==> config.mk <==
export PLATFORM = sky130hd
export DESIGN_NAME = wb_csr_ctrl_flat
export DESIGN_NICKNAME = d
export VERILOG_FILES = /design/src/rtl/wb_csr_ctrl_pkg.sv /design/src/rtl/wb_csr_ctrl_if.sv /design/src/rtl/wb_exc_prio.sv /design/src/rtl/wb_csr_ctrl.sv /design/src/flat_wrapper.sv
export SDC_FILE = /design/constraint.sdc
export NUM_CORES = 1
export LEC_CHECK = 0
export ABC_AREA = 1
export BUFFER_PORTS_ARGS = -buffer_cell sky130_fd_sc_hd__buf_2
export CAP_MARGIN = 20
export CORE_ASPECT_RATIO = 0.6
export CORE_MARGIN = 3
export CORE_UTILIZATION = 35
export CTS_CLUSTER_SIZE = 8
export DETAILED_ROUTE_END_ITERATION = 7
export PLACE_DENSITY = 0.72
export REMOVE_ABC_BUFFERS = 1
export SLEW_MARGIN = 20
export SYNTH_ARGS = -nofsm -noshare
export SYNTH_HDL_FRONTEND = slang
export SYNTH_SLANG_ARGS = --single-unit
==> constraint.sdc <==
create_clock -name clk -period 2.5 [get_ports clk]
set_clock_uncertainty 0.2 [all_clocks]
set_input_delay 0.375 -clock clk [delete_from_list [all_inputs] [get_ports clk]]
set_output_delay 0.375 -clock clk [all_outputs]
set_load 0.02 [all_outputs]
==> src/rtl/wb_csr_ctrl_pkg.sv <==
// ----------------------------------------------------------------------------
// wb_csr_ctrl_pkg
// Shared definitions for the writeback-stage CSR controller:
//   - exception codes (ecode) used on wb_ecode
//   - CSR numbers of the architectural CSR file
//   - bit positions inside the ms_op / ms_exc class vectors
//   - the packed WB stage payload and a small op-decoding helper
// ----------------------------------------------------------------------------
package wb_csr_ctrl_pkg;

    // Exception codes
    localparam logic [5:0] ECODE_INT  = 6'h00;
    localparam logic [5:0] ECODE_ADEF = 6'h08;
    localparam logic [5:0] ECODE_ALE  = 6'h09;
    localparam logic [5:0] ECODE_SYS  = 6'h0B;
    localparam logic [5:0] ECODE_BRK  = 6'h0C;
    localparam logic [5:0] ECODE_INE  = 6'h0D;

    // CSR numbers
    localparam logic [13:0] CSR_CRMD   = 14'h000;
    localparam logic [13:0] CSR_PRMD   = 14'h001;
    localparam logic [13:0] CSR_ESTAT  = 14'h005;
    localparam logic [13:0] CSR_ERA    = 14'h006;
    localparam logic [13:0] CSR_EENTRY = 14'h00C;
    localparam logic [13:0] CSR_SAVE0  = 14'h030;

    // ms_op bit positions: {ertn, csrxchg, csrwr, csrrd}
    localparam int OP_CSRRD   = 0;
    localparam int OP_CSRWR   = 1;
    localparam int OP_CSRXCHG = 2;
    localparam int OP_ERTN    = 3;

    // ms_exc bit positions: {adef, ine, syscall, brk, ale}
    localparam int EXC_ALE  = 0;
    localparam int EXC_BRK  = 1;
    localparam int EXC_SYS  = 2;
    localparam int EXC_INE  = 3;
    localparam int EXC_ADEF = 4;

    // Instruction state held by the WB stage register
    typedef struct packed {
        logic [31:0] pc;
        logic [31:0] vaddr;
        logic [3:0]  op;
        logic [4:0]  exc;
        logic [13:0] csr_num;
        logic [31:0] rj_val;
        logic [31:0] rd_val;
        logic [4:0]  dest;
        logic [31:0] res;
        logic        gr_we;
    } ws_payload_t;

    // True for the ops whose regfile result is the old CSR value
    function automatic logic is_csr_access(input logic [3:0] op);
        return op[OP_CSRRD] | op[OP_CSRWR] | op[OP_CSRXCHG];
    endfunction

endpackage

==> src/rtl/wb_csr_ctrl_if.sv <==
// ----------------------------------------------------------------------------
// wb_csr_ctrl_if
// MEM -> WB instruction bus. The MEM stage (master) offers an instruction
// with ms_to_ws_valid plus its payload; the WB stage (slave) answers with
// ws_allowin.
// ----------------------------------------------------------------------------
interface wb_csr_ctrl_if;

    logic        ms_to_ws_valid;
    logic        ws_allowin;
    logic [31:0] ms_pc;
    logic [31:0] ms_vaddr;
    logic [3:0]  ms_op;
    logic [4:0]  ms_exc;
    logic [13:0] ms_csr_num;
    logic [31:0] ms_rj_val;
    logic [31:0] ms_rd_val;
    logic [4:0]  ms_dest;
    logic [31:0] ms_res;
    logic        ms_gr_we;

    modport master (
        output ms_to_ws_valid, ms_pc, ms_vaddr, ms_op, ms_exc, ms_csr_num,
               ms_rj_val, ms_rd_val, ms_dest, ms_res, ms_gr_we,
        input  ws_allowin
    );

    modport slave (
        input  ms_to_ws_valid, ms_pc, ms_vaddr, ms_op, ms_exc, ms_csr_num,
               ms_rj_val, ms_rd_val, ms_dest, ms_res, ms_gr_we,
        output ws_allowin
    );

endinterface

==> src/rtl/wb_exc_prio.sv <==
// ----------------------------------------------------------------------------
// wb_exc_prio
// Combinational exception priority encoder.
//   has_int : pending enabled interrupt (highest priority)
//   exc     : {adef, ine, syscall, brk, ale} flags of the instruction
//   ex      : some exception is taken
//   ecode   : code of the winning exception (INT_ECODE when nothing is taken)
// Priority: interrupt > adef > ine > syscall > brk > ale.
// ----------------------------------------------------------------------------
module wb_exc_prio
    import wb_csr_ctrl_pkg::*;
#(
    parameter logic [5:0] INT_ECODE = ECODE_INT
) (
    input  logic       has_int,
    input  logic [4:0] exc,
    output logic       ex,
    output logic [5:0] ecode
);

    always_comb begin
        ex    = has_int | (|exc);
        ecode = INT_ECODE;
        if (!has_int) begin
            if (exc[EXC_ADEF]) begin
                ecode = ECODE_ADEF;
            end else if (exc[EXC_INE]) begin
                ecode = ECODE_INE;
            end else if (exc[EXC_SYS]) begin
                ecode = ECODE_SYS;
            end else if (exc[EXC_BRK]) begin
                ecode = ECODE_BRK;
            end else if (exc[EXC_ALE]) begin
                ecode = ECODE_ALE;
            end
        end
    end

endmodule

==> src/rtl/wb_csr_ctrl.sv <==
// ----------------------------------------------------------------------------
// wb_csr_ctrl
// Writeback stage initiator for the CSR register file.
// Ports:
//   clk, reset        : clock, synchronous active-high reset
//   ms (slave)        : MEM -> WB instruction bus, ws_allowin back to MEM
//   csr_re/num/we/wmask/wvalue, csr_rvalue, csr_eentry : CSR file port
//   has_int           : pending enabled interrupt, sampled at commit
//   wb_ex/ecode/esubcode/pc/vaddr, ertn_flush : exception / return commit
//   rf_we/waddr/wdata : regfile write port
//   redirect_valid/target/ready : front-end redirect handshake to IF
// An instruction commits in the cycle it sits in WB while the stage is in
// RUN. An exception or ERTN moves the stage to REDIRECT, where the redirect
// request is held and every instruction delivered by MEM is dropped until IF
// accepts the redirect.
// ----------------------------------------------------------------------------
module wb_csr_ctrl
    import wb_csr_ctrl_pkg::*;
#(
    parameter logic [13:0] CSR_ERA_NUM = CSR_ERA,
    parameter logic [5:0]  INT_ECODE   = ECODE_INT
) (
    input  logic              clk,
    input  logic              reset,

    wb_csr_ctrl_if.slave      ms,

    output logic              csr_re,
    output logic [13:0]       csr_num,
    output logic              csr_we,
    output logic [31:0]       csr_wmask,
    output logic [31:0]       csr_wvalue,
    input  logic [31:0]       csr_rvalue,
    input  logic [31:0]       csr_eentry,
    input  logic              has_int,

    output logic              wb_ex,
    output logic [5:0]        wb_ecode,
    output logic [8:0]        wb_esubcode,
    output logic [31:0]       wb_pc,
    output logic [31:0]       wb_vaddr,
    output logic              ertn_flush,

    output logic              rf_we,
    output logic [4:0]        rf_waddr,
    output logic [31:0]       rf_wdata,

    output logic              redirect_valid,
    output logic [31:0]       redirect_target,
    input  logic              redirect_ready
);

    localparam logic [0:0] ST_RUN      = 1'b0;
    localparam logic [0:0] ST_REDIRECT = 1'b1;

    logic [0:0]  state_reg, state_next;
    logic        ws_valid_reg, ws_valid_next;
    ws_payload_t ws_reg;
    ws_payload_t ms_payload;
    logic        redirect_valid_reg, redirect_valid_next;
    logic [31:0] redirect_target_reg, redirect_target_next;

    logic        ms_accept;
    logic        commit;
    logic        prio_ex;
    logic [5:0]  prio_ecode;
    logic        op_ertn;
    logic        op_wr_any;
    logic        go_redirect;

    assign ms_payload = '{
        pc:      ms.ms_pc,
        vaddr:   ms.ms_vaddr,
        op:      ms.ms_op,
        exc:     ms.ms_exc,
        csr_num: ms.ms_csr_num,
        rj_val:  ms.ms_rj_val,
        rd_val:  ms.ms_rd_val,
        dest:    ms.ms_dest,
        res:     ms.ms_res,
        gr_we:   ms.ms_gr_we
    };

    // Both states accept; REDIRECT simply throws the instruction away.
    assign ms.ws_allowin = (state_reg == ST_RUN) || (state_reg == ST_REDIRECT);
    assign ms_accept     = ms.ms_to_ws_valid && ms.ws_allowin;

    assign commit    = ws_valid_reg && (state_reg == ST_RUN);
    assign op_ertn   = ws_reg.op[OP_ERTN];
    assign op_wr_any = ws_reg.op[OP_CSRWR] | ws_reg.op[OP_CSRXCHG];

    wb_exc_prio #(
        .INT_ECODE (INT_ECODE)
    ) u_exc_prio (
        .has_int (has_int),
        .exc     (ws_reg.exc),
        .ex      (prio_ex),
        .ecode   (prio_ecode)
    );

    // Exception commit
    assign wb_ex       = commit && prio_ex;
    assign wb_ecode    = prio_ecode;
    assign wb_esubcode = 9'd0;
    assign wb_pc       = ws_reg.pc;
    assign wb_vaddr    = ws_reg.vaddr;
    assign ertn_flush  = commit && op_ertn && !prio_ex;

    // CSR port; ERTN reads ERA to find its return address
    assign csr_num    = op_ertn ? CSR_ERA_NUM : ws_reg.csr_num;
    assign csr_re     = commit && (|ws_reg.op);
    assign csr_we     = commit && !prio_ex && op_wr_any;
    assign csr_wmask  = ws_reg.op[OP_CSRXCHG] ? ws_reg.rj_val : 32'hFFFF_FFFF;
    assign csr_wvalue = ws_reg.rd_val;

    // Regfile port; CSR ops return the value read before this cycle's write
    assign rf_we    = commit && !prio_ex && ws_reg.gr_we;
    assign rf_waddr = ws_reg.dest;
    assign rf_wdata = is_csr_access(ws_reg.op) ? csr_rvalue : ws_reg.res;

    assign go_redirect = wb_ex || ertn_flush;

    assign redirect_valid  = redirect_valid_reg;
    assign redirect_target = redirect_target_reg;

    // An instruction arriving next to a redirecting one is younger and dropped.
    assign ws_valid_next = ms_accept && (state_reg == ST_RUN) && !go_redirect;

    always_comb begin
        state_next           = state_reg;
        redirect_valid_next  = redirect_valid_reg;
        redirect_target_next = redirect_target_reg;
        case (state_reg)
            ST_RUN: begin
                if (go_redirect) begin
                    state_next           = ST_REDIRECT;
                    redirect_valid_next  = 1'b1;
                    redirect_target_next = wb_ex ? csr_eentry : csr_rvalue;
                end
            end
            ST_REDIRECT: begin
                if (redirect_ready) begin
                    state_next          = ST_RUN;
                    redirect_valid_next = 1'b0;
                end
            end
            default: begin
                state_next          = ST_RUN;
                redirect_valid_next = 1'b0;
            end
        endcase
    end

    always_ff @(posedge clk) begin
        if (reset) begin
            state_reg           <= ST_RUN;
            ws_valid_reg        <= 1'b0;
            ws_reg              <= '0;
            redirect_valid_reg  <= 1'b0;
            redirect_target_reg <= 32'd0;
        end else begin
            state_reg           <= state_next;
            ws_valid_reg        <= ws_valid_next;
            redirect_valid_reg  <= redirect_valid_next;
            redirect_target_reg <= redirect_target_next;
            if (ms_accept) begin
                ws_reg <= ms_payload;
            end
        end
    end

endmodule

==> src/flat_wrapper.sv <==
// flat-port wrapper written by rule: the top's interface ports become plain ports
module wb_csr_ctrl_flat import wb_csr_ctrl_pkg::*;
#(
    parameter logic [13:0] CSR_ERA_NUM = CSR_ERA,
    parameter logic [5:0]  INT_ECODE   = ECODE_INT
)
  (clk, reset, csr_re, csr_num, csr_we, csr_wmask, csr_wvalue, csr_rvalue, csr_eentry, has_int, wb_ex, wb_ecode, wb_esubcode, wb_pc, wb_vaddr, ertn_flush, rf_we, rf_waddr, rf_wdata, redirect_valid, redirect_target, redirect_ready, ms_ms_to_ws_valid, ms_ms_pc, ms_ms_vaddr, ms_ms_op, ms_ms_exc, ms_ms_csr_num, ms_ms_rj_val, ms_ms_rd_val, ms_ms_dest, ms_ms_res, ms_ms_gr_we, ms_ws_allowin);
  wb_csr_ctrl_if ms_i ();
  input  logic clk;
  input  logic reset;
  output logic csr_re;
  output logic [13:0] csr_num;
  output logic csr_we;
  output logic [31:0] csr_wmask;
  output logic [31:0] csr_wvalue;
  input  logic [31:0] csr_rvalue;
  input  logic [31:0] csr_eentry;
  input  logic has_int;
  output logic wb_ex;
  output logic [5:0] wb_ecode;
  output logic [8:0] wb_esubcode;
  output logic [31:0] wb_pc;
  output logic [31:0] wb_vaddr;
  output logic ertn_flush;
  output logic rf_we;
  output logic [4:0] rf_waddr;
  output logic [31:0] rf_wdata;
  output logic redirect_valid;
  output logic [31:0] redirect_target;
  input  logic redirect_ready;
  input wire logic [$bits(ms_i.ms_to_ws_valid)-1:0] ms_ms_to_ws_valid;
  input wire logic [$bits(ms_i.ms_pc)-1:0] ms_ms_pc;
  input wire logic [$bits(ms_i.ms_vaddr)-1:0] ms_ms_vaddr;
  input wire logic [$bits(ms_i.ms_op)-1:0] ms_ms_op;
  input wire logic [$bits(ms_i.ms_exc)-1:0] ms_ms_exc;
  input wire logic [$bits(ms_i.ms_csr_num)-1:0] ms_ms_csr_num;
  input wire logic [$bits(ms_i.ms_rj_val)-1:0] ms_ms_rj_val;
  input wire logic [$bits(ms_i.ms_rd_val)-1:0] ms_ms_rd_val;
  input wire logic [$bits(ms_i.ms_dest)-1:0] ms_ms_dest;
  input wire logic [$bits(ms_i.ms_res)-1:0] ms_ms_res;
  input wire logic [$bits(ms_i.ms_gr_we)-1:0] ms_ms_gr_we;
  output wire logic [$bits(ms_i.ws_allowin)-1:0] ms_ws_allowin;
  assign ms_i.ms_to_ws_valid = ms_ms_to_ws_valid;
  assign ms_i.ms_pc = ms_ms_pc;
  assign ms_i.ms_vaddr = ms_ms_vaddr;
  assign ms_i.ms_op = ms_ms_op;
  assign ms_i.ms_exc = ms_ms_exc;
  assign ms_i.ms_csr_num = ms_ms_csr_num;
  assign ms_i.ms_rj_val = ms_ms_rj_val;
  assign ms_i.ms_rd_val = ms_ms_rd_val;
  assign ms_i.ms_dest = ms_ms_dest;
  assign ms_i.ms_res = ms_ms_res;
  assign ms_i.ms_gr_we = ms_ms_gr_we;
  assign ms_ws_allowin = ms_i.ws_allowin;
  wb_csr_ctrl #(.CSR_ERA_NUM(CSR_ERA_NUM), .INT_ECODE(INT_ECODE)) u_core (.clk(clk), .reset(reset), .ms(ms_i), .csr_re(csr_re), .csr_num(csr_num), .csr_we(csr_we), .csr_wmask(csr_wmask), .csr_wvalue(csr_wvalue), .csr_rvalue(csr_rvalue), .csr_eentry(csr_eentry), .has_int(has_int), .wb_ex(wb_ex), .wb_ecode(wb_ecode), .wb_esubcode(wb_esubcode), .wb_pc(wb_pc), .wb_vaddr(wb_vaddr), .ertn_flush(ertn_flush), .rf_we(rf_we), .rf_waddr(rf_waddr), .rf_wdata(rf_wdata), .redirect_valid(redirect_valid), .redirect_target(redirect_target), .redirect_ready(redirect_ready));
endmodule
==> results.sh <==
export IMPL_outcome="finished clean"
export IMPL_ys_seq_elements=224
export IMPL_worst_path_buf_inv=3
export IMPL_grt_max_degree=175
export IMPL_r2r_start="u_core.ws_reg[116]"
export IMPL_leakage_nw=7.50
export IMPL_reg2reg_to="u_core.redirect_target[5]"
export IMPL_path_cells="nor3_4, buf_4, clkbuf_16, nand2_1, o21ai_0, buf_2"
export IMPL_path_delay_family="buffers and inverters"
export IMPL_critPathMaxFanout=17
export IMPL_fmax_mhz=409
export IMPL_worst_pin_slew_ps=909
export IMPL_cts_tree="yes"
export IMPL_insertion_delay_ps=540
export IMPL_clk_pin_slew_worst_paths_ps=50
export IMPL_reg2reg_depth=7
export IMPL_cts_made_buffers=31
export IMPL_max_cap_viol_count=0
export IMPL_fin_cells=2374
export IMPL_ant_nets=0
export IMPL_drt_iter0_markers=942
export IMPL_hpwl_mm=23.6
export IMPL_clockBufferDepth=3
export IMPL_setup_slack_ps=55.5
export IMPL_mostFrequentLayoutCell="nor2_1"
export IMPL_layout_min_cycle_time_ps=2440
export IMPL_drive_above_1_share_pct=29.4
export IMPL_core_sq_um=27900
export IMPL_area_delta_synth_final_pct=50.1
export IMPL_die_area_sq_um=30800
export IMPL_io_pins=491
export IMPL_pwr_share_comb_pct=21.5
export IMPL_setup_viol=0
export IMPL_min_to="u_core.redirect_target[10]"
export IMPL_gp_congestion=0.839
export IMPL_slew_violations=0
export IMPL_syn_inst=1434
export IMPL_grt_pass1_wl_mm=57.4
export IMPL_p_sw_share_pct=29.4
export IMPL_vias_per_cell=4.85
export IMPL_placedInstanceArea_sq_um=11900
export IMPL_power_density_nw_per_um2=643
export IMPL_finalPower_mw=9.68
export IMPL_fin_nets=2264
export IMPL_antenna_found_initial=3
export IMPL_synth_sequential_area_ratio_pct=44.7
export IMPL_hold_path_startpoint="csr_rvalue[10]"
export IMPL_p_int_mw=6.83
export IMPL_r2r_slack_ps=550
export IMPL_pre_cts_ws_ps=485
export IMPL_grt_overflow=0
export IMPL_yosys_warnings=0
export IMPL_finalHoldViolations=0
export IMPL_drc_errors=0
export IMPL_htree_levels=1
export IMPL_min_path_type="in2reg"
export IMPL_peakVddDrop_uv=415
export IMPL_slowest_delay_ps=340
export IMPL_cts_sinks=224
export IMPL_start_util_pct=36.0
export IMPL_grt_pass1_vias=10855
export IMPL_synth_area_sq_um=10000
export IMPL_avgSynthCellArea_sq_um=7.00
export IMPL_die_w_um=225
export IMPL_die_h_um=137
export IMPL_io_buffer_count=478
export IMPL_crit_type="reg2out"
export IMPL_fin_crit_sh_pct=97.8
export IMPL_routed_wl_mm=39.2
export IMPL_row_count=47
export IMPL_cts_root_buf="clkbuf_16"
export IMPL_final_cell_area_sq_um=15100
export IMPL_whs_path_depth=7
export IMPL_end_kind="primary output"
export IMPL_max_slew_margin_pct=39.4
export IMPL_start_kind="flop"
export IMPL_slowest_stage="dfxtp_1"
export IMPL_switchingPower_mw=2.84
export IMPL_vias=11516
export IMPL_first_pass_iters=7
export IMPL_wl_per_cell_um=16.5
export IMPL_fin_setup_tns_ps=0
export IMPL_yosysUniqueCellTypes=24
export IMPL_cp_required_ps=1920
export IMPL_clockPowerShare_pct=37.6
export IMPL_placed_cells=2108
export IMPL_grtUsageTotal_pct=23.0
export IMPL_mostFrequentLayoutCells="490 x nor2_1, 475 x buf_2, 225 x o21ai_0"
export IMPL_worstPathArrival_ps=1870
export IMPL_seq_power_share_pct=40.9
export IMPL_largest_reg_flops=87
Yosys cell counts, drive strengths merged:
library cell | instances | area (sq um)
a21boi | 1 | 7.51
a21oi | 18 | 90.1
buf | 152 | 1060
clkbuf | 54 | 203
conb | 2 | 7.51
dfxtp | 224 | 4480
inv | 90 | 338
nand2 | 101 | 402
nand3 | 34 | 183
nor2 | 494 | 1890
nor3 | 3 | 15.0
nor3b | 1 | 7.51
o21ai | 225 | 1130
o21bai | 1 | 7.51
or2 | 34 | 213
worst reg2reg max path, delay by kind of cell (launching register included):
kind             cells  cell delay (ps)
AND/OR/NAND/NOR      7             1350
flip-flops           1              340
through the flow:
stage / util, % / hold slack [ps]
6_report: 54.0 / 93.9
3_5_place_dp: 42.8 / 249
4_1_cts: 53.6 / 52.5
5_1_grt: 54.0 / 86.1
2_1_floorplan: - / 236
3_3_place_gp: 42.8 / 243
area by class of cell:
type / count / area (sq um)
fill: 2425 / 12800
timing repair buffer: 735 / 4980
sequential: 224 / 4480
multi-input combinational: 924 / 4000
clock buffer: 31 / 776
tap: 367 / 459
inverter: 90 / 345
clock inverter: 1 / 8.76
antenna: 2 / 5.00
repair_timing:
item                                   CTS  global route
gates cloned                             0             2
setup buffers                            0             8
resized for setup                        1             5
setup endpoints to repair                1            23
pin swaps                                0             3
endpoints found under the hold margin  223             0
hold buffers                           222             0
power groups by stage:
stage                     clock network (mW)  registers [mW]  logic, mW
after global placement                     0            4.00       1.67
final                                   3.64            3.96       2.08
after global routing                    3.88            3.97       2.24
after CTS                               3.73            3.94       1.97
after floorplan                            0            4.18      0.750
after detailed placement                   0            4.01       1.69
worst max-delay path by stage:
stage,end,slack (ps),cells after the start,startpoint
6_report,rf_wdata[12],60,6,u_core.ws_reg[122]
5_1_grt,rf_wdata[23],-20,6,u_core.ws_reg[122]
4_1_cts,rf_wdata[12],50,5,u_core.ws_reg[121]
3_5_place_dp,u_core.redirect_valid,480,7,has_int
3_3_place_gp,u_core.redirect_valid,490,7,has_int
2_1_floorplan,csr_re,-2060,2,u_core.ws_reg[122]
metal layers:
metal  up-vias  global-route usage (%)  wire (um)
li1       5453                       -          -
met1      5320                    27.7      15400
met2       638                    39.4      18800
met3       105                    6.97       3840
met4         0                    7.93       1170
met5         -                       0          0
cell families after synthesis:
family | Yosys count | share of synthesized area, %
AND/OR/NAND/NOR | 667 | 27.0
buffers and inverters | 296 | 16.0
AO/OA/AOI/OAI | 245 | 12.3
flip-flops | 224 | 44.7
other | 2 | 0.0749
No activity file was read; power rests on OpenSTA's default activity.
